$ cat src/rtl/seven_segment_scan_controller.sv
// rtl/seven_segment_scan_controller.sv - time-multiplexed 4-digit seven-segment scan controller
//
// Purpose: scans four pre-decoded seven-segment patterns onto a shared
// segment bus, one digit at a time, with an all-off dead time before each
// digit. Optional leading-zero blanking of the minute-tens digit.
//
// Ports:
//   clk              clock, all registers update on the rising edge
//   rst              synchronous active-high reset
//   enable           scanning runs while high; low forces idle
//   seg_second_unit  segment pattern, digit 0 (active-high segments)
//   seg_second_tens  segment pattern, digit 1
//   seg_minute_unit  segment pattern, digit 2
//   seg_minute_tens  segment pattern, digit 3
//   bcd_minute_tens  BCD value of digit 3, used only for blanking
//   seg_out          registered shared segment bus
//   an               registered active-low digit enables, an[i] = digit i
//   digit_idx        digit currently in its dead-time or drive slot
//   frame_done       one-cycle pulse after the last drive cycle of digit 3

module seven_segment_scan_controller #(
    parameter int SCAN_DIV       = 50000,
    parameter int DEAD_CYCLES    = 16,
    parameter int BLANK_LEAD     = 1,
    parameter int SEG_ACTIVE_LOW = 0
) (
    input  logic       clk,
    input  logic       rst,
    input  logic       enable,
    input  logic [6:0] seg_second_unit,
    input  logic [6:0] seg_second_tens,
    input  logic [6:0] seg_minute_unit,
    input  logic [6:0] seg_minute_tens,
    input  logic [3:0] bcd_minute_tens,
    output logic [6:0] seg_out,
    output logic [3:0] an,
    output logic [1:0] digit_idx,
    output logic       frame_done
);

    localparam int MAXV = (SCAN_DIV > DEAD_CYCLES) ? SCAN_DIV : DEAD_CYCLES;
    localparam int CW   = (MAXV > 1) ? $clog2(MAXV + 1) : 1;

    localparam logic [CW-1:0] SCAN_LOAD = CW'(SCAN_DIV - 1);
    localparam logic [CW-1:0] DEAD_LOAD = (DEAD_CYCLES > 0) ? CW'(DEAD_CYCLES - 1) : '0;
    localparam bit            HAS_DEAD  = (DEAD_CYCLES > 0);
    localparam bit            LEAD_EN   = (BLANK_LEAD != 0);
    localparam logic [6:0]    SEG_INV   = (SEG_ACTIVE_LOW != 0) ? 7'h7F : 7'h00;
    localparam logic [6:0]    SEG_OFF   = SEG_INV;

    typedef enum logic [1:0] {
        IDLE  = 2'd0,
        BLANK = 2'd1,
        DRIVE = 2'd2
    } state_t;

    state_t        state_q, state_d;
    logic [CW-1:0] cnt_q, cnt_d;
    logic [1:0]    idx_q, idx_d;
    logic [3:0]    an_q, an_d;
    logic [6:0]    seg_q, seg_d;
    logic          frame_q, frame_d;

    logic          enter_drive;
    logic [1:0]    drive_idx;
    logic [6:0]    drive_pat;
    logic          drive_blank;

    // Pattern for the digit about to be driven; only consumed on the
    // DRIVE-entry edge, so later input changes cannot tear the slot.
    always_comb begin
        drive_pat = seg_second_unit;
        case (drive_idx)
            2'd0:    drive_pat = seg_second_unit;
            2'd1:    drive_pat = seg_second_tens;
            2'd2:    drive_pat = seg_minute_unit;
            default: drive_pat = seg_minute_tens;
        endcase
    end

    assign drive_blank = LEAD_EN && (drive_idx == 2'd3) && (bcd_minute_tens == 4'd0);

    always_comb begin
        state_d     = state_q;
        cnt_d       = cnt_q;
        idx_d       = idx_q;
        an_d        = an_q;
        seg_d       = seg_q;
        frame_d     = 1'b0;
        enter_drive = 1'b0;
        drive_idx   = idx_q;

        if (!enable) begin
            state_d = IDLE;
            cnt_d   = '0;
            idx_d   = 2'd0;
            an_d    = 4'b1111;
            seg_d   = SEG_OFF;
        end else begin
            case (state_q)
                IDLE: begin
                    if (HAS_DEAD) begin
                        state_d = BLANK;
                        cnt_d   = DEAD_LOAD;
                        idx_d   = 2'd0;
                        an_d    = 4'b1111;
                        seg_d   = SEG_OFF;
                    end else begin
                        enter_drive = 1'b1;
                        drive_idx   = 2'd0;
                    end
                end
                BLANK: begin
                    if (cnt_q == '0) begin
                        enter_drive = 1'b1;
                        drive_idx   = idx_q;
                    end else begin
                        cnt_d = cnt_q - CW'(1);
                    end
                end
                DRIVE: begin
                    if (cnt_q == '0) begin
                        frame_d = (idx_q == 2'd3);
                        if (HAS_DEAD) begin
                            state_d = BLANK;
                            cnt_d   = DEAD_LOAD;
                            idx_d   = idx_q + 2'd1;
                            an_d    = 4'b1111;
                            seg_d   = SEG_OFF;
                        end else begin
                            enter_drive = 1'b1;
                            drive_idx   = idx_q + 2'd1;
                        end
                    end else begin
                        cnt_d = cnt_q - CW'(1);
                    end
                end
                default: begin
                    state_d = IDLE;
                    cnt_d   = '0;
                    idx_d   = 2'd0;
                    an_d    = 4'b1111;
                    seg_d   = SEG_OFF;
                end
            endcase

            // Shared DRIVE-entry path: reload counter, latch pattern, select anode.
            if (enter_drive) begin
                state_d = DRIVE;
                cnt_d   = SCAN_LOAD;
                idx_d   = drive_idx;
                if (drive_blank) begin
                    an_d  = 4'b1111;
                    seg_d = SEG_OFF;
                end else begin
                    an_d  = ~(4'b0001 << drive_idx);
                    seg_d = drive_pat ^ SEG_INV;
                end
            end
        end
    end

    always_ff @(posedge clk) begin
        if (rst) begin
            state_q <= IDLE;
            cnt_q   <= '0;
            idx_q   <= 2'd0;
            an_q    <= 4'b1111;
            seg_q   <= SEG_OFF;
            frame_q <= 1'b0;
        end else begin
            state_q <= state_d;
            cnt_q   <= cnt_d;
            idx_q   <= idx_d;
            an_q    <= an_d;
            seg_q   <= seg_d;
            frame_q <= frame_d;
        end
    end

    assign seg_out    = seg_q;
    assign an         = an_q;
    assign digit_idx  = idx_q;
    assign frame_done = frame_q;

endmodule

$ cat config.mk
export PLATFORM = sky130hd
export DESIGN_NAME = seven_segment_scan_controller
export DESIGN_NICKNAME = d
export VERILOG_FILES = /design/src/rtl/seven_segment_scan_controller.sv
export SDC_FILE = /design/constraint.sdc
export NUM_CORES = 1
export LEC_CHECK = 0
export CAP_MARGIN = 10
export CORE_MARGIN = 1
export CORE_UTILIZATION = 51
export DETAILED_ROUTE_END_ITERATION = 7
export PLACE_DENSITY = 0.85
export SLEW_MARGIN = 15
export SYNTH_ARGS = -nofsm -noshare
export SYNTH_HDL_FRONTEND = slang
export SYNTH_SLANG_ARGS = --single-unit
$ cat constraint.sdc
create_clock -name clk -period 3.2 [get_ports clk]
set_clock_uncertainty 0.1 [all_clocks]
set_input_delay 0.64 -clock clk [delete_from_list [all_inputs] [get_ports clk]]
set_output_delay 0.64 -clock clk [all_outputs]
set_load 0.02 [all_outputs]
==> impl_metrics.py, run 1 <==
metrics = {
    "power_and_ir_drop": {
        "p_leak_nw": 0.844,
        "ir_worst_vdd_mv": 0.246,
        "cellPowerDensity_nw_per_um2": 377,
    },
    "final_layout": {
        "nets": 279,
        "fillers": 267,
        "drive_gt1_share_pct": 9.62,
        "design_area_um2": 2240,
        "area_growth_pct": 32.2,
        "antenna_cells": 0,
    },
    "sta": {
        "max_slew_margin_pct": 55.3,
        "slew_viol_final": 0,
        "finalCriticalPeriod_ps": 2390,
        "post-route-period-util_pct": 74.7,
        "setup_tns_ps": 0,
        "worst_slew_pin_slew_ps": 666,
        "setup_viol": 0,
        "fmax_mhz": 418,
        "hold_viol_final": 0,
        "grt_setup_unrepaired": "no",
    },
    "routing": {
        "ant_nets": 0,
        "viasPerCell": 5.71,
        "drc": 0,
        "wirelength_mm": 3.83,
        "drt_iter0_drc": 62,
        "firstDrtPassIters": 5,
        "routedWlPerCell_um": 13.5,
        "dr_total_vias": 1616,
    },
    "logic_synthesis": {
        "synth_top_flop_cell": "dfxtp_1",
        "synth-edff-count": 0,
        "yosysTopAreaCellShare_pct": 37.7,
        "yosysWarningCount": 0,
        "synth_nets": 233,
        "synth-async-reset-ratio_pct": 0,
        "synthTopCellsByCount": "dfxtp_1, nor2_1, a21oi_1",
        "yosysMostFrequentCell": "dfxtp_1",
        "synth_area_per_cell_um2": 8.84,
        "synthTopCellsByArea": "dfxtp_1, ha_1, nor2_1, a21oi_1, a222oi_1",
        "synth-seq-area-share_pct": 37.7,
        "synth_cells": 192,
        "synth_cell_type_count": 43,
        "ys_ff_latch": 32,
        "yosys.area.top_type": "dfxtp_1",
        "syn_area_um2": 1700,
    },
    "cts": {
        "insertion_delay_ps": 340,
        "path_clk_slew_ps": 110,
        "cts_hold_buffers": 0,
        "cts_resized": 0,
        "root_buffer": "clkbuf_4",
        "cts_made_buffers": 5,
        "clock_sink_count": 32,
        "cts_setup_buffers": 0,
        "cts_tree": "done",
        "clockBufferDepth": 2,
        "h-tree-depth": 2,
    },
    "placed_design": {
        "dpl_cell_area_um2": 2180,
        "portBuffers": 48,
        "gp_congestion": 0.819,
        "dp_hpwl_mm": 2.90,
    },
    "setup_path": {
        "r2r_end": "cnt_q[11]",
        "worstSetupStartpointType": "register",
        "cp.required_ps": 3310,
        "crit_end": "cnt_q[11]",
        "arrival_ps": 2510,
        "reg2reg_from": "cnt_q[0]",
        "path_class": "reg2reg",
        "startpoint": "cnt_q[0]",
        "rr_worst_depth": 6,
        "reg2reg_setup_slack_ps": 810,
        "worst-path-max-fanout": 19,
        "end_kind": "register",
    },
    "outcome": {
        "run_status": "finished clean",
    },
    "floorplanning": {
        "die_w_um": 59.7,
        "num_io_pins": 49,
        "core_um2": 3100,
        "die-area_um2": 3560,
        "die_height_um": 59.7,
        "initial_core_util_pct": 54.7,
        "rows": 20,
    },
    "grt": {
        "grt_max_degree": 20,
        "antenna_found_initial": 0,
        "grt_overflow": 0,
        "grt_pass1_wl_mm": 6.07,
        "grtUsageTotal_pct": 22.9,
        "first_global_vias": 1354,
    },
    "job": {
        "max_cap_viol_count": 0,
    },
    "min_path": {
        "min-delay-path-class": "reg2reg",
    },
}
## kinds of logic (layout without fill, tap and decap cells)
group                      after synthesis  in the layout  share of synthesized area, %
AOI/OAI and AO/OA                       48             48                          19.5
xor gates and xnor gates                11             11                          5.67
adders and majority gates                6              6                          4.42
buffers and inverters                   15             62                          4.50
DFF                                     32             32                          37.7
and+or+nand+nor                         80             80                          28.1
## worst max-delay path, cell delays in order (launching register included)
cell	delay, ps
dfxtp_1	360
inv_1	90
ha_1	160
nor4b_1	520
nand4_2	510
nand2_1	420
nor2_1	100
## where the power goes
part	switching (mW)	leakage, nW	total [mW]	internal, mW
logic	0.0889	0.547	0.185	0.0959
registers	0.0126	0.260	0.420	0.407
clock network	0.138	0.0380	0.243	0.104
total	0.240	0.844	0.847	0.607
## per-layer routing
layer | wire length [µm] | vias to the layer above | GRT usage (%) | part of all wire (%)
met5 | 0 | - | 0 | 0
met4 | 41 | 0 | 5.98 | 1.1
met3 | 261 | 8 | 8.44 | 6.8
met2 | 1830 | 53 | 37.1 | 48
met1 | 1700 | 743 | 28.6 | 44
li1 | - | 812 | - | -
## worst min-delay path by stage
stage | from | slack (ps) | cells after the start | to
3_5_place_dp | seg_out[4] | 370 | 2 | seg_out[4]
3_3_place_gp | seg_out[4] | 360 | 2 | seg_out[4]
2_1_floorplan | cnt_q[0] | 360 | 1 | cnt_q[0]
6_report | seg_out[2] | 380 | 2 | seg_out[2]
4_1_cts | seg_out[4] | 380 | 2 | seg_out[4]
5_1_grt | seg_out[2] | 410 | 2 | seg_out[2]
## stage by stage
step                      cells  util [%]  setup slack, ps  power [mW]  hold WS [ps]
final                       283      72.3              809       0.847           378
after global routing        283      72.3              589       0.890           407
after CTS                   283      72.3              799       0.853           384
after detailed placement    275      70.4              839       0.612           368
after global placement      275      70.4              925       0.610           355
after floorplan             192         -             1350       0.548           360
## placed cells by master (no fill, tap or decap), types with 3 or more instances in the layout
cell	n
o21ai_0	9
nand2b_1	4
xnor2_1	6
nor3_1	4
ha_1	6
xor2_1	5
inv_1	5
nor2_1	20
nand4_1	4
nand3_1	13
nor2b_1	3
clkdlybuf4s50_1	48
a31oi_1	5
dfxtp_1	32
a222oi_1	7
nand2_1	12
a21oi_1	14
clkbuf_4	5
## layout make-up
cell class | count | area (µm²) | share of cell area (%)
clock buffer | 6 | 51.3 | 2.29
clock inverter | 2 | 10.0 | 0.446
inverter | 5 | 18.8 | 0.836
multi-input combinational | 145 | 981 | 43.7
sequential | 32 | 641 | 28.5
tap | 44 | 55.1 | 2.45
timing repair buffer | 49 | 488 | 21.7
## sequential cells by signal (all words and copies together) (netlist names)
register	cells
digit_idx	2
seg_out	7
an	4
state_q	2
cnt_q	16
frame_done	1
(Power assumes the default switching activity.)
==> inputs of run 2 (changes only) <==
- CORE_UTILIZATION: 51 -> 42
- PLACE_DENSITY: 0.85 -> 0.75
- clock period: 3.2 -> 2.12 ns (I/O delays scaled with it)
==> run 2 against run 1 <==
- non-clock buffer count is 10 higher
- core utilization down 9.7 points
- register-to-register slack lost 540 ps
==> impl_metrics.py, run 2 (synthesis gave the netlist of run 1 again) <==
metrics = {
    "cts": {
        "cts_made_buffers": 5,
        "h-tree-depth": 2,
        "cts_tree": "done",
        "clock_sink_count": 32,
        "root_buffer": "clkbuf_8",
        "clockBufferDepth": 2,
        "path_clk_slew_ps": 70,
        "cts_hold_buffers": 0,
        "insertion_delay_ps": 280,
        "cts_resized": 0,
        "cts_setup_buffers": 0,
    },
    "sta": {
        "setup_tns_ps": 0,
        "fmax_mhz": 528,
        "post-route-period-util_pct": 89.3,
        "max_slew_margin_pct": 69.2,
        "slew_viol_final": 0,
        "finalCriticalPeriod_ps": 1890,
        "setup_viol": 0,
        "grt_setup_unrepaired": "no",
        "hold_viol_final": 0,
        "worst_slew_pin_slew_ps": 459,
    },
    "floorplanning": {
        "die-area_um2": 4300,
        "die_height_um": 65.6,
        "initial_core_util_pct": 45.0,
        "rows": 22,
        "num_io_pins": 49,
        "die_w_um": 65.6,
        "core_um2": 3770,
    },
    "outcome": {
        "run_status": "finished clean",
    },
    "setup_path": {
        "worst-path-max-fanout": 6,
        "end_kind": "output port",
        "critPathMaxStageDelay_ps": 650,
        "path_cells": "clkdlybuf4s50_1",
        "arrival_ps": 1370,
        "crit_slowest_cell": "clkdlybuf4s50_1",
        "cp.required_ps": 1600,
        "cp_top_family": "buffers and inverters",
        "crit_buf_inv": 1,
        "worstSetupStartpointType": "register",
        "path_class": "reg2out",
    },
    "min_path": {
        "min-delay-path-class": "reg2reg",
    },
    "final_layout": {
        "final_common_cell": "clkdlybuf4s50_1",
        "largest_reg_flops": 16,
        "fillers": 319,
        "regArea_um2": 641,
        "antenna_cells": 0,
        "instances_no_fill": 297,
        "final_cell_mix": "clkdlybuf4s50_1, dfxtp_1, nor2_1, a21oi_1, nand3_1",
        "regMostFlops": "cnt_q",
        "multi_input_comb_area_um2": 987,
        "drive_gt1_share_pct": 13.7,
        "area_growth_pct": 39.1,
        "nets": 289,
    },
    "power_and_ir_drop": {
        "ir_worst_vdd_mv": 0.287,
        "cellPowerDensity_nw_per_um2": 598,
        "p_leak_nw": 0.909,
    },
    "routing": {
        "dr_total_vias": 1581,
        "drt_iter0_drc": 129,
        "routedWlPerCell_um": 13.7,
        "wirelength_mm": 4.08,
        "viasPerCell": 5.32,
        "firstDrtPassIters": 7,
        "ant_nets": 0,
        "drc": 0,
    },
    "grt": {
        "grt_max_degree": 17,
        "grt_pass1_wl_mm": 7.06,
        "grt_overflow": 0,
        "first_global_vias": 1561,
        "antenna_found_initial": 0,
        "grtUsageTotal_pct": 21.4,
    },
    "job": {
        "max_cap_viol_count": 0,
    },
    "placed_design": {
        "portBuffers": 48,
        "dp.cells": 289,
        "dp_hpwl_mm": 3.14,
        "gp_congestion": 0.818,
    },
}
## run 2: path summary, 6_finish.rpt
kind,cells after the start,slack (ps),endpoint,start
min,2,380,seg_out[2],seg_out[2]
max reg2reg,8,270,cnt_q[1],cnt_q[1]
max,1,230,digit_idx[1],digit_idx[1]
min reg2reg,2,380,seg_out[2],seg_out[2]
## run 2: power by group
group	total (mW)	internal, mW	switching (mW)	leakage (nW)
Combinational	0.302	0.164	0.138	0.598
Clock	0.478	0.258	0.220	0.0510
Sequential	0.633	0.615	0.0180	0.260
## run 2: routing by layer
metal	part of all wire [%]	track usage, %	up-vias
li1	-	-	827
met1	48	27.9	727
met2	48	34.9	23
met3	3.2	5.21	4
met4	0.78	5.71	0
met5	0	0	-
## run 2: cell type report
class | count | area share [%]
multi-input cells | 145 | 41.8
flip-flops and latches | 32 | 27.1
repair buffers | 59 | 23.8
clock buffers | 6 | 3.50
well taps | 48 | 2.54
inverters | 5 | 0.794
clock inverters | 2 | 0.424
## run 2: stage by stage
step                util, %  setup slack [ps]  power [mW]  hold slack (ps)  cell area (µm²)
floorplan                 -               267       0.826              360             1700
global placement       60.0               200       0.942              353             2260
detailed placement     60.0               181       0.946              366             2260
CTS                    62.5               143        1.42              380             2360
global route           62.6               122        1.48              417             2360
finish                 62.6               227        1.41              376             2360
